<file path="config.mk">
export PLATFORM = sky130hd
export DESIGN_NAME = gpio_in_filter_flat
export DESIGN_NICKNAME = d
export VERILOG_FILES = /design/src/rtl/gpio_in_filter_if.sv /design/src/rtl/gpio_in_filter.sv /design/src/flat_wrapper.sv
export SDC_FILE = /design/constraint.sdc
export NUM_CORES = 1
export LEC_CHECK = 0
export ABC_AREA = 0
export BUFFER_PORTS_ARGS = -buffer_cell sky130_fd_sc_hd__buf_2
export CORE_MARGIN = 2
export CORE_UTILIZATION = 45
export DETAILED_ROUTE_END_ITERATION = 12
export GPL_TIMING_DRIVEN = 0
export PLACE_DENSITY = 0.77
export REMOVE_ABC_BUFFERS = 1
export SETUP_SLACK_MARGIN = 0.5
export SYNTH_ARGS = -nofsm -noshare
export SYNTH_HDL_FRONTEND = slang
export SYNTH_SLANG_ARGS = --single-unit
</file>
<file path="constraint.sdc">
create_clock -name sys_clk -period 2.5 [get_ports sys_clk]
set_input_delay 0.125 -clock sys_clk [delete_from_list [all_inputs] [get_ports sys_clk]]
set_output_delay 0.125 -clock sys_clk [all_outputs]
set_load 0.01 [all_outputs]
</file>
<file path="src/rtl/gpio_in_filter_if.sv">
// gpio_in_filter_if: pad-side and controller-side signal bundle for gpio_in_filter.
//   gpio_pad    : raw asynchronous pad levels (into filter)
//   edge_clr    : write-one-to-clear for edge_status (into filter)
//   irq_mask    : per-bit interrupt enable (into filter)
//   gpio_filt   : debounced levels (out of filter)
//   rise_pulse  : 1-cycle 0->1 pulse per bit (out of filter)
//   fall_pulse  : 1-cycle 1->0 pulse per bit (out of filter)
//   edge_status : sticky edge-seen flags (out of filter)
//   irq         : OR of edge_status & irq_mask (out of filter)
// master = the environment driving pads/controls, slave = the filter.
interface gpio_in_filter_if #(
    parameter int unsigned WIDTH = 32
);
    logic [WIDTH-1:0] gpio_pad;
    logic [WIDTH-1:0] edge_clr;
    logic [WIDTH-1:0] irq_mask;
    logic [WIDTH-1:0] gpio_filt;
    logic [WIDTH-1:0] rise_pulse;
    logic [WIDTH-1:0] fall_pulse;
    logic [WIDTH-1:0] edge_status;
    logic             irq;

    modport master (
        output gpio_pad, edge_clr, irq_mask,
        input  gpio_filt, rise_pulse, fall_pulse, edge_status, irq
    );

    modport slave (
        input  gpio_pad, edge_clr, irq_mask,
        output gpio_filt, rise_pulse, fall_pulse, edge_status, irq
    );
endinterface

</file>
<file path="src/rtl/gpio_in_filter.sv">
// gpio_in_filter: per-bit 2-flop synchroniser, stability-counter debounce and
// edge detection in front of the GPIO controller's gpio_in bus.
// Ports:
//   sys_clk : system clock, all state on rising edge
//   rst_n   : asynchronous active-low reset
//   bus     : gpio_in_filter_if.slave (pads, clears, mask in; levels, pulses, status, irq out)
// Optional feature macro GPIO_FILT_IRQ_EN: when defined, sticky edge_status and a
// registered irq are built; otherwise edge_status/irq are tied to 0 and
// edge_clr/irq_mask are ignored.
module gpio_in_filter #(
    parameter int unsigned WIDTH           = 32,
    parameter int unsigned DEBOUNCE_CYCLES = 16
) (
    input  logic             sys_clk,
    input  logic             rst_n,
    gpio_in_filter_if.slave  bus
);

    localparam int unsigned    CNT_W    = $clog2(DEBOUNCE_CYCLES + 1);
    localparam logic [CNT_W-1:0] CNT_LAST = CNT_W'(DEBOUNCE_CYCLES - 1);

    logic [WIDTH-1:0] r_sync1;
    logic [WIDTH-1:0] r_sync2;
    logic [WIDTH-1:0] r_filt;
    logic [WIDTH-1:0] r_rise;
    logic [WIDTH-1:0] r_fall;
    logic [CNT_W-1:0] r_cnt [WIDTH];

    logic [CNT_W-1:0] w_cnt_nxt [WIDTH];
    logic [WIDTH-1:0] w_filt_nxt;
    logic [WIDTH-1:0] w_rise_nxt;
    logic [WIDTH-1:0] w_fall_nxt;

    // Synchroniser chain; sync1 feeds nothing but sync2.
    always_ff @(posedge sys_clk or negedge rst_n) begin
        if (!rst_n) begin
            r_sync1 <= '0;
            r_sync2 <= '0;
        end else begin
            r_sync1 <= bus.gpio_pad;
            r_sync2 <= r_sync1;
        end
    end

    // Debounce: a mismatch must persist DEBOUNCE_CYCLES cycles before acceptance.
    always_comb begin
        w_filt_nxt = r_filt;
        w_rise_nxt = '0;
        w_fall_nxt = '0;
        for (int i = 0; i < int'(WIDTH); i++) begin
            w_cnt_nxt[i] = '0;
            if (r_sync2[i] != r_filt[i]) begin
                if (r_cnt[i] == CNT_LAST) begin
                    w_filt_nxt[i] = r_sync2[i];
                    w_rise_nxt[i] = r_sync2[i];
                    w_fall_nxt[i] = ~r_sync2[i];
                end else begin
                    w_cnt_nxt[i] = r_cnt[i] + CNT_W'(1);
                end
            end
        end
    end

    // Filtered level, edge pulses and counters.
    always_ff @(posedge sys_clk or negedge rst_n) begin
        if (!rst_n) begin
            r_filt <= '0;
            r_rise <= '0;
            r_fall <= '0;
            for (int i = 0; i < int'(WIDTH); i++) begin
                r_cnt[i] <= '0;
            end
        end else begin
            r_filt <= w_filt_nxt;
            r_rise <= w_rise_nxt;
            r_fall <= w_fall_nxt;
            for (int i = 0; i < int'(WIDTH); i++) begin
                r_cnt[i] <= w_cnt_nxt[i];
            end
        end
    end

    assign bus.gpio_filt  = r_filt;
    assign bus.rise_pulse = r_rise;
    assign bus.fall_pulse = r_fall;

`ifdef GPIO_FILT_IRQ_EN
    logic [WIDTH-1:0] r_edge_status;
    logic             r_irq;
    logic [WIDTH-1:0] w_status_nxt;

    // Set beats clear when both land on the same cycle.
    assign w_status_nxt = (r_edge_status & ~bus.edge_clr) | r_rise | r_fall;

    // irq is computed from the next status so it tracks status edge for edge.
    always_ff @(posedge sys_clk or negedge rst_n) begin
        if (!rst_n) begin
            r_edge_status <= '0;
            r_irq         <= 1'b0;
        end else begin
            r_edge_status <= w_status_nxt;
            r_irq         <= |(w_status_nxt & bus.irq_mask);
        end
    end

    assign bus.edge_status = r_edge_status;
    assign bus.irq         = r_irq;
`else
    logic w_unused;

    assign w_unused        = ^{bus.edge_clr, bus.irq_mask};
    assign bus.edge_status = '0;
    assign bus.irq         = 1'b0;
`endif

endmodule

</file>
<file path="src/flat_wrapper.sv">
// flat-port wrapper written by rule: the top's interface ports become plain ports
module gpio_in_filter_flat 
#(
    parameter int unsigned WIDTH           = 32,
    parameter int unsigned DEBOUNCE_CYCLES = 16
)
  (sys_clk, rst_n, bus_gpio_pad, bus_edge_clr, bus_irq_mask, bus_gpio_filt, bus_rise_pulse, bus_fall_pulse, bus_edge_status, bus_irq);
  gpio_in_filter_if #(.WIDTH(WIDTH)) bus_i ();
  input  logic sys_clk;
  input  logic rst_n;
  input wire logic [$bits(bus_i.gpio_pad)-1:0] bus_gpio_pad;
  input wire logic [$bits(bus_i.edge_clr)-1:0] bus_edge_clr;
  input wire logic [$bits(bus_i.irq_mask)-1:0] bus_irq_mask;
  output wire logic [$bits(bus_i.gpio_filt)-1:0] bus_gpio_filt;
  output wire logic [$bits(bus_i.rise_pulse)-1:0] bus_rise_pulse;
  output wire logic [$bits(bus_i.fall_pulse)-1:0] bus_fall_pulse;
  output wire logic [$bits(bus_i.edge_status)-1:0] bus_edge_status;
  output wire logic [$bits(bus_i.irq)-1:0] bus_irq;
  assign bus_i.gpio_pad = bus_gpio_pad;
  assign bus_i.edge_clr = bus_edge_clr;
  assign bus_i.irq_mask = bus_irq_mask;
  assign bus_gpio_filt = bus_i.gpio_filt;
  assign bus_rise_pulse = bus_i.rise_pulse;
  assign bus_fall_pulse = bus_i.fall_pulse;
  assign bus_edge_status = bus_i.edge_status;
  assign bus_irq = bus_i.irq;
  gpio_in_filter #(.WIDTH(WIDTH), .DEBOUNCE_CYCLES(DEBOUNCE_CYCLES)) u_core (.sys_clk(sys_clk), .rst_n(rst_n), .bus(bus_i));
endmodule
</file>
# Yosys cells after proc, flatten, opt, wreduce, memory -nomap -nowiden
# Index checks and enable logic that the tools add are counted.
# Widths: inputs -> output; s select.
[op_classes] n_reduce_logical=32 bitwise=32 n_eq_ne=64 mux=192 add_sub_neg=32
[op_table] operator="$mux 5" n=64
[op_table] operator="$add 5x1->5 const B" n=32
[op_table] operator="$eq 5x4->1 const B" n=32
[op_table] operator="$mux 1" n=128
[op_table] operator="$reduce_and 2->1" n=32
[op_table] operator="$ne 1x1->1" n=32
[op_table] operator="$not 1->1" n=32
[totals] reg_bits=320 in_bits=98

# Depth between registers and ports, before layout
# Gate-level depths: netlist (run 1).
[depth] depth_word=3 depth_mapped=4

# Least setup slack after synthesis (run 1)
# Ideal clock, no wire load.
[synth_timing] path_type="reg-to-reg" from="register u_core.r_cnt[155] in the netlist's numbering" to="register u_core.r_filt[0], in the netlist u_core.bus.gpio_filt[0]" arrival_ns=1.033 setup_ns=0.125 setup_slack_ns=1.342 path_stages_with_launch=4 required_ns=2.375 period_less_slack_ns=1.158 cell_sequence="dfrtp_1 -> ha_1 -> nand4b_4 -> mux2_4"
[synth_between] elab_chain_cells=2
[synth_lines] element="start: declaration" line_no="gpio_in_filter.sv:27" source="logic [CNT_W-1:0] r_cnt [WIDTH];"
[synth_lines] element="start signal: indexed assignment" line_no="gpio_in_filter.sv:78" source="r_cnt[i] <= w_cnt_nxt[i];"
[synth_lines] element="$eq 5x4->1" line_no="gpio_in_filter.sv:53" source="if (r_cnt[i] == CNT_LAST) begin"
[synth_lines] element="$reduce_and 2->1 (no source line)"
[synth_lines] element="end signal: assignment" line_no="gpio_in_filter.sv:74" source="r_filt <= w_filt_nxt;"
[synth_lines] element="end: declaration" line_no="gpio_in_filter.sv:24" source="logic [WIDTH-1:0] r_filt;"
# Every way passes these cells.
# A chain may end at the register's enable or synchronous reset.

==> flow_metrics.env, run 1 <==
export IMPL_status="finished, final reports clean"
export IMPL_critPathTopFamily="buffers and inverters"
export IMPL_clk_latency_ns=0.49
export IMPL_grt_use_total=0.1354
export IMPL_antenna_left=0
export IMPL_fin_worst_skew_ns=0.01375
export IMPL_power_share_clock=0.459
export IMPL_max_stage_delay_ns=0.56
export IMPL_routed_wl_um=19060
export IMPL_syn_area_per_cell_um2=14.26
export IMPL_grt_pass1_wl_um=32740
export IMPL_seq_area_frac_synth=0.6486
export IMPL_synth_edff_count=0
export IMPL_leakage_uw=0.008597
export IMPL_start_util=0.4581
export IMPL_dp_cells=1337
export IMPL_critPathLaunchType="input port"
export IMPL_dp_hpwl_um=12300
export IMPL_sw_frac_of_total=0.2115
export IMPL_hold_path_class="in -> async"
export IMPL_via_count=6829
export IMPL_worstMarginPinSlew_ns=0.6463
export IMPL_cp_data_required_time_ns=3.07
export IMPL_avgViaCountPerCell=4.769
export IMPL_rsz0062_at_grt="no"
export IMPL_clockBufferDepth=3
export IMPL_root_buffer="clkbuf_16"
export IMPL_ys_flop_type="dfrtp_1"
export IMPL_clkTransAtPathRegs_ns=0.06
export IMPL_area_growth_pct=20.34
export IMPL_io_pins=227
export IMPL_drt_iter0_drc=322
export IMPL_hold_violations=0
export IMPL_portBuffers=129
export IMPL_sequentialPowerShare=0.499
export IMPL_final_common_cell="dfrtp_1"
export IMPL_drive_gt1_frac=0.2392
export IMPL_yosysWarnings=0
export IMPL_ys_seq_elements=320
export IMPL_grt_max_degree=126
export IMPL_htree_levels=2
export IMPL_first_pass_iters=4
export IMPL_instances_no_fill=1432
export IMPL_path_cells="dlygate4sd3_1, buf_8, buf_16"
export IMPL_setup_viol=0
export IMPL_mostFrequentLayoutCells="320 x dfrtp_1, 128 x buf_2, 96 x xor2_1"
export IMPL_slew_violations=0
export IMPL_row_count=60
export IMPL_grt_pass1_vias=7105
export IMPL_diodes=0
export IMPL_crit_type="in -> async"
export IMPL_endpoint_kind="asynchronous set/reset pin"
export IMPL_synthCells=866
export IMPL_fin_nets=1196
export IMPL_critPathMaxFanout=118
export IMPL_period_minus_slack_ns=1.250
export IMPL_design_die_area_um2=28780
export IMPL_drcViolationCount=0
export IMPL_routedWlPerCell_um=13.31
export IMPL_p_switching_uw=2336
export IMPL_period_share=0.5000
export IMPL_dpl_instance_area_um2=13360
export IMPL_final_core_util=0.5513
export IMPL_maxSlewHeadroom=0.5691
export IMPL_cts_tree="yes"
export IMPL_die_w_um=169.6
export IMPL_fin_area_um2=14860
export IMPL_slowest_stage="dlygate4sd3_1"
export IMPL_cp_depth=3
export IMPL_synthArstFlopShare=1.000
export IMPL_reg2reg_depth=3
export IMPL_arrival_ns=1.81
export IMPL_cts_buffers=35
export IMPL_ir_drop_mv=0.4515
export IMPL_post_cts_setup_buffers=0
export IMPL_place_congestion=0.7416
export IMPL_cap_violations=0
export IMPL_syn_cell_area_um2=12350
export IMPL_intPower_uw=8709
export IMPL_fmax_mhz=800.1
export IMPL_antenna_found_initial=0
export IMPL_combPwrFrac=0.042
export IMPL_synth_cell_types=16
export IMPL_die_y_um=169.6
export IMPL_grt_overflow=0
export IMPL_whs_ns=0.1838
export IMPL_cts_repair_resized=0
export IMPL_power_density_nw_per_um2=743.4
export IMPL_cts_sinks=320
export IMPL_path_buf_inv=3
export IMPL_core_area_um2=26950
==> logic make-up after synthesis <==
family                     count (synthesis)  share of synthesized area
muxes                                     32                    0.03892
DFF                                      320                     0.6486
adders and majority gates                 32                    0.03243
xor gates and xnor gates                  96                    0.06811
buffers and inverters                     33                    0.02007
AOI/OAI and AO/OA                         32                    0.01622
and+or+nand+nor                          320                     0.1753
other                                      1                  0.0003038
==> final cells by class <==
class,instances,area (um^2)
Fill cell,2154,12090
Sequential cell,320,8008
Multi-Input combinational cell,545,4210
Clock buffer,52,1062
Timing Repair Buffer,164,1041
Tap cell,341,426.7
Clock inverter,10,108.9
==> final timing paths <==
path	endpoint	slack [ns]	startpoint
min reg2reg	u_core.r_sync2[21]	0.35	u_core.r_sync1[21]
max in group sys_clk	u_core.bus.gpio_filt[11]	1.25	u_core.r_cnt[100]
min in group sys_clk	u_core.r_sync1[0]	0.27	bus_gpio_pad[0]
max	u_core.r_cnt[17]	1.25	rst_n
max reg2reg	u_core.bus.gpio_filt[11]	1.25	u_core.r_cnt[100]
min	u_core.r_cnt[83]	0.18	rst_n
==> power by group through the flow <==
stage	Sequential, uW	Combinational [uW]	Clock [uW]
2_1_floorplan	5570	250	0
3_3_place_gp	5600	407	0
3_5_place_dp	5600	439	0
4_1_cts	5510	482	5250
5_1_grt	5540	549	5450
6_report	5510	466	5070
==> routing by layer <==
metal,vias up,part of all wire,routed length [um],track usage
met1,3362,0.45,8516,0.1745
met4,0,0.022,422,0.03976
met3,36,0.050,953,0.03382
met5,-,0,0,0
met2,124,0.48,9162,0.2277
li1,3307,-,-,-
==> stage by stage <==
| stage | setup slack [ns] | TNS, ns | total power (uW) |
|---|---|---|---|
| floorplan | 1.342 | 0 | 5822 |
| global placement | -4.634 | -1469.23 | 6006 |
| detailed placement | 1.259 | 0 | 6043 |
| CTS | 1.224 | 0 | 11250 |
| global route | 1.073 | 0 | 11530 |
| finish | 1.250 | 0 | 11050 |
==> worst reg2reg max path: stages (launching register included) <==
cell and delay (ns):
dfrtp_1 0.37, ha_1 0.28, nand4b_4 0.17, mux2_4 0.33
==> Yosys cell counts (6+ instances only) <==
| master | n | area, um^2 |
|---|---|---|
| dfrtp_1 | 320 | 8008 |
| xor2_1 | 96 | 840.8 |
| nand2_1 | 64 | 240.2 |
| nor2_1 | 64 | 240.2 |
| nor3b_1 | 64 | 480.5 |
| and2_1 | 47 | 294.0 |
| buf_4 | 33 | 247.7 |
| a31oi_1 | 32 | 200.2 |
| ha_1 | 32 | 400.4 |
| mux2_4 | 32 | 480.5 |
| nand3_1 | 32 | 160.2 |
| nand4b_4 | 17 | 404.1 |
| nand4b_2 | 15 | 225.2 |
| and3_2 | 11 | 82.58 |
| and3_1 | 6 | 37.54 |
==> what timing repair did <==
action | CTS | global route
setup endpoints to repair | 0 | 0
hold buffers | 33 | 0
endpoints found under the hold margin | 109 | 0
==> flip-flops by register name (all words and copies together), names as in the netlist <==
name	count
u_core.bus.fall_pulse	32
u_core.bus.gpio_filt	32
u_core.r_sync2	32
u_core.r_cnt	160
u_core.r_sync1	32
u_core.bus.rise_pulse	32
(Power assumes the default switching activity.)
==> inputs of run 2 (changes only) <==
Settings changed: ABC_AREA 0 to 1, PLACE_DENSITY 0.77 to 0.76.
Clock period 2.5 ns to 1.2 ns, I/O delays scaled along.
==> flow_metrics.env, run 2 <==
export IMPL_path_cells="buf_2"
export IMPL_core_area_um2=27860
export IMPL_cp_depth=1
export IMPL_power_share_clock=0.436
export IMPL_seq_area_frac_synth=0.6263
export IMPL_status="finished, violations left"
export IMPL_area_growth_pct=45.75
export IMPL_intPower_uw=18680
export IMPL_dpl_instance_area_um2=13840
export IMPL_period_share=0.9208
export IMPL_fin_worst_skew_ns=0.01312
export IMPL_cts_sinks=320
export IMPL_synth_most_common_cell="dfrtp_1"
export IMPL_crit_end="bus_gpio_filt[27]"
export IMPL_yosysWarnings=0
export IMPL_maxSlewHeadroom=0.5971
export IMPL_syn_area_per_cell_um2=9.731
export IMPL_fin_nets=1762
export IMPL_largest_reg_flops=160
export IMPL_cts_buffers=35
export IMPL_grt_pass1_wl_um=44940
export IMPL_synth_top_cell_by_area="dfrtp_1"
export IMPL_netlist_top_cells_count="320 x dfrtp_1, 303 x nand2_1, 256 x nor2_1"
export IMPL_reg2reg_depth=7
export IMPL_clockBufferDepth=3
export IMPL_synth_top_cells_by_area="dfrtp_1 63%, nand2_1 8.9%, nor2_1 7.5%"
export IMPL_synth_edff_count=0
export IMPL_grt_overflow=0
export IMPL_r2r_start="u_core.bus.gpio_filt[28]"
export IMPL_hold_path_class="in -> async"
export IMPL_synth_cell_types=13
export IMPL_p_switching_uw=5635
export IMPL_path_buf_inv=1
export IMPL_cap_violations=0
export IMPL_portBuffers=129
export IMPL_mostFrequentLayoutCells="304 x dfrtp_1, 178 x nand2_1, 137 x nor2_2"
export IMPL_critPathMaxFanout=2
export IMPL_whs_ns=-0.4445
export IMPL_cp_data_required_time_ns=1.14
export IMPL_rsz0062_at_grt="yes"
export IMPL_leakage_uw=0.009189
export IMPL_preCtsSetupSlack_ns=0.09564
export IMPL_top_register="u_core.r_cnt"
export IMPL_root_buffer="clkbuf_16"
export IMPL_arrival_ns=1.04
export IMPL_period_minus_slack_ns=1.105
export IMPL_fmax_mhz=905.0
export IMPL_sequentialPowerShare=0.479
export IMPL_place_congestion=0.7551
export IMPL_dp_hpwl_um=13950
export IMPL_regToRegSetupSlack_ns=0.11
export IMPL_row_count=61
export IMPL_synthCells=1314
export IMPL_slowest_stage="dfrtp_1"
export IMPL_endpoint_kind="primary output"
export IMPL_drive_gt1_frac=0.4813
export IMPL_cts_tree="yes"
export IMPL_violations="negative hold slack"
export IMPL_grt_pass1_vias=9877
export IMPL_fin_area_um2=18640
export IMPL_r2r_end="u_core.r_cnt[16]"
export IMPL_grt_busiest_layer="met2"
export IMPL_crit_type="reg -> out"
export IMPL_grtUsageMet2=0.3220
export IMPL_htree_levels=2
export IMPL_die_y_um=172.6
export IMPL_syn_cell_area_um2=12790
export IMPL_setup_viol=0
export IMPL_max_stage_delay_ns=0.40
export IMPL_via_count=9749
export IMPL_synthArstFlopShare=1.000
export IMPL_critPathLaunchType="register"
export IMPL_hold_violations=70
export IMPL_ys_flop_type="dfrtp_1"
export IMPL_antenna_found_initial=1
export IMPL_routedWlPerCell_um=14.30
export IMPL_ir_drop_mv=1.039
export IMPL_start_util=0.4590
export IMPL_io_pins=227
export IMPL_drcViolationCount=0
export IMPL_cts_hold_fix_buffers=32
export IMPL_final_common_cell="dfrtp_1"
export IMPL_power_density_nw_per_um2=1305
export IMPL_clk_latency_ns=0.50
export IMPL_design_die_area_um2=29780
export IMPL_routed_wl_um=29100
export IMPL_setup_slack_ns=0.09507
export IMPL_grt_max_degree=126
export IMPL_grt_use_total=0.1772
export IMPL_nFillCells=1807
export IMPL_ys_seq_elements=320
export IMPL_drt_iter0_drc=473
export IMPL_first_pass_iters=5
export IMPL_die_w_um=172.6
export IMPL_antenna_left=0
export IMPL_sw_frac_of_total=0.2317
export IMPL_yosysTopAreaCellShare=0.6263
export IMPL_setup_worst_path_start="u_core.bus.gpio_filt[27]"
export IMPL_avgViaCountPerCell=4.791
export IMPL_combPwrFrac=0.085
export IMPL_slew_violations=0
export IMPL_worstMarginPinSlew_ns=0.6043
export IMPL_use_met3=0.03298
export IMPL_met1_usage=0.2122
export IMPL_critPathTopFamily="flip-flops"
export IMPL_clkTransAtPathRegs_ns=0.06
[run 2: cell types whose count changed after synthesis, moves of 32 or more]
| cell | previous run | this run |
|---|---|---|
| a31oi_1 | 32 | 0 |
| nor3b_1 | 64 | 0 |
| and2_1 | 47 | 0 |
| xor2_1 | 96 | 0 |
| nand4_1 | 0 | 32 |
| nor2_1 | 64 | 256 |
| mux2_4 | 32 | 0 |
| inv_1 | 0 | 186 |
| nand4_2 | 0 | 32 |
| nand3_1 | 32 | 64 |
| xnor2_1 | 0 | 32 |
| nand2_1 | 64 | 303 |
[run 2: layout make-up]
type                       instances  area (um^2)  share of cell area
sequential                       320         8028              0.4308
inverter                         192        760.7             0.04082
clock inverter                     6        55.05            0.002954
clock buffer                      55         1104             0.05922
timing repair buffer             282         2173              0.1166
antenna                            1        2.502           0.0001343
multi-input combinational        801         6040              0.3241
tap                              378        473.0             0.02538
[run 2: logic make-up after synthesis]
logic type,count (synthesis),synth area share
adder cells (fa/ha/maj),32,0.03131
AND/OR/NAND/NOR,704,0.2444
flip-flops,320,0.6263
other,1,0.0002933
buffers and inverters,225,0.07574
XOR/XNOR,32,0.02192
[run 2: timing repair]
action | 4_1_cts | 5_1_grt
setup buffers | 99 | 18
pin swaps | 176 | 137
endpoints found under the hold margin | 102 | 70
setup endpoints to repair | 352 | 486
gates resized for setup | 346 | 292
cloned | 0 | 2
[run 2: metal layers]
| layer | vias up | part of all wire |
|---|---|---|
| li1 | 4622 | - |
| met1 | 4849 | 0.39 |
| met2 | 210 | 0.55 |
| met3 | 68 | 0.036 |
| met4 | 0 | 0.028 |
| met5 | - | 0 |
[run 2: worst min path at each step]
stage,start,to,slack [ns]
after detailed placement,rst_n,u_core.r_cnt[12],0.07
final,rst_n,u_core.r_cnt[12],-0.44
after CTS,rst_n,u_core.r_cnt[12],-0.46
after global routing,rst_n,u_core.r_cnt[12],-0.42
after floorplan,rst_n,u_core.bus.fall_pulse[0],-0.24
after global placement,bus_gpio_pad[0],u_core.r_sync1[0],0.17
[run 2: worst reg2reg max path, cell delays in order (launching register included)]
cell	delay (ns)
dfrtp_1	0.41
buf_6	0.13
buf_6	0.11
inv_2	0.04
nand2_2	0.06
nand2_2	0.08
nand2_2	0.08
nor2_1	0.11
[run 2: through the flow]
step	hold WS, ns	cells	setup TNS, ns	utilization	total power (uW)
2_1_floorplan	-0.2356	1313	0	-	12290
3_3_place_gp	0.1672	1820	-1855.41	0.4945	12670
3_5_place_dp	0.07449	1822	0	0.4969	12760
4_1_cts	-0.4556	2014	0	0.6303	24190
5_1_grt	-0.4219	2035	0	0.6689	25370
6_report	-0.4445	2035	0	0.6689	24320
[run 2: power groups by stage]
stage	combinational, uW	clock, uW	sequential, uW
after global routing	2300	11400	11700
after detailed placement	1060	0	11700
after CTS	1770	10800	11600
final	2060	10600	11700
after global placement	994	0	11700
after floorplan	660	0	11600
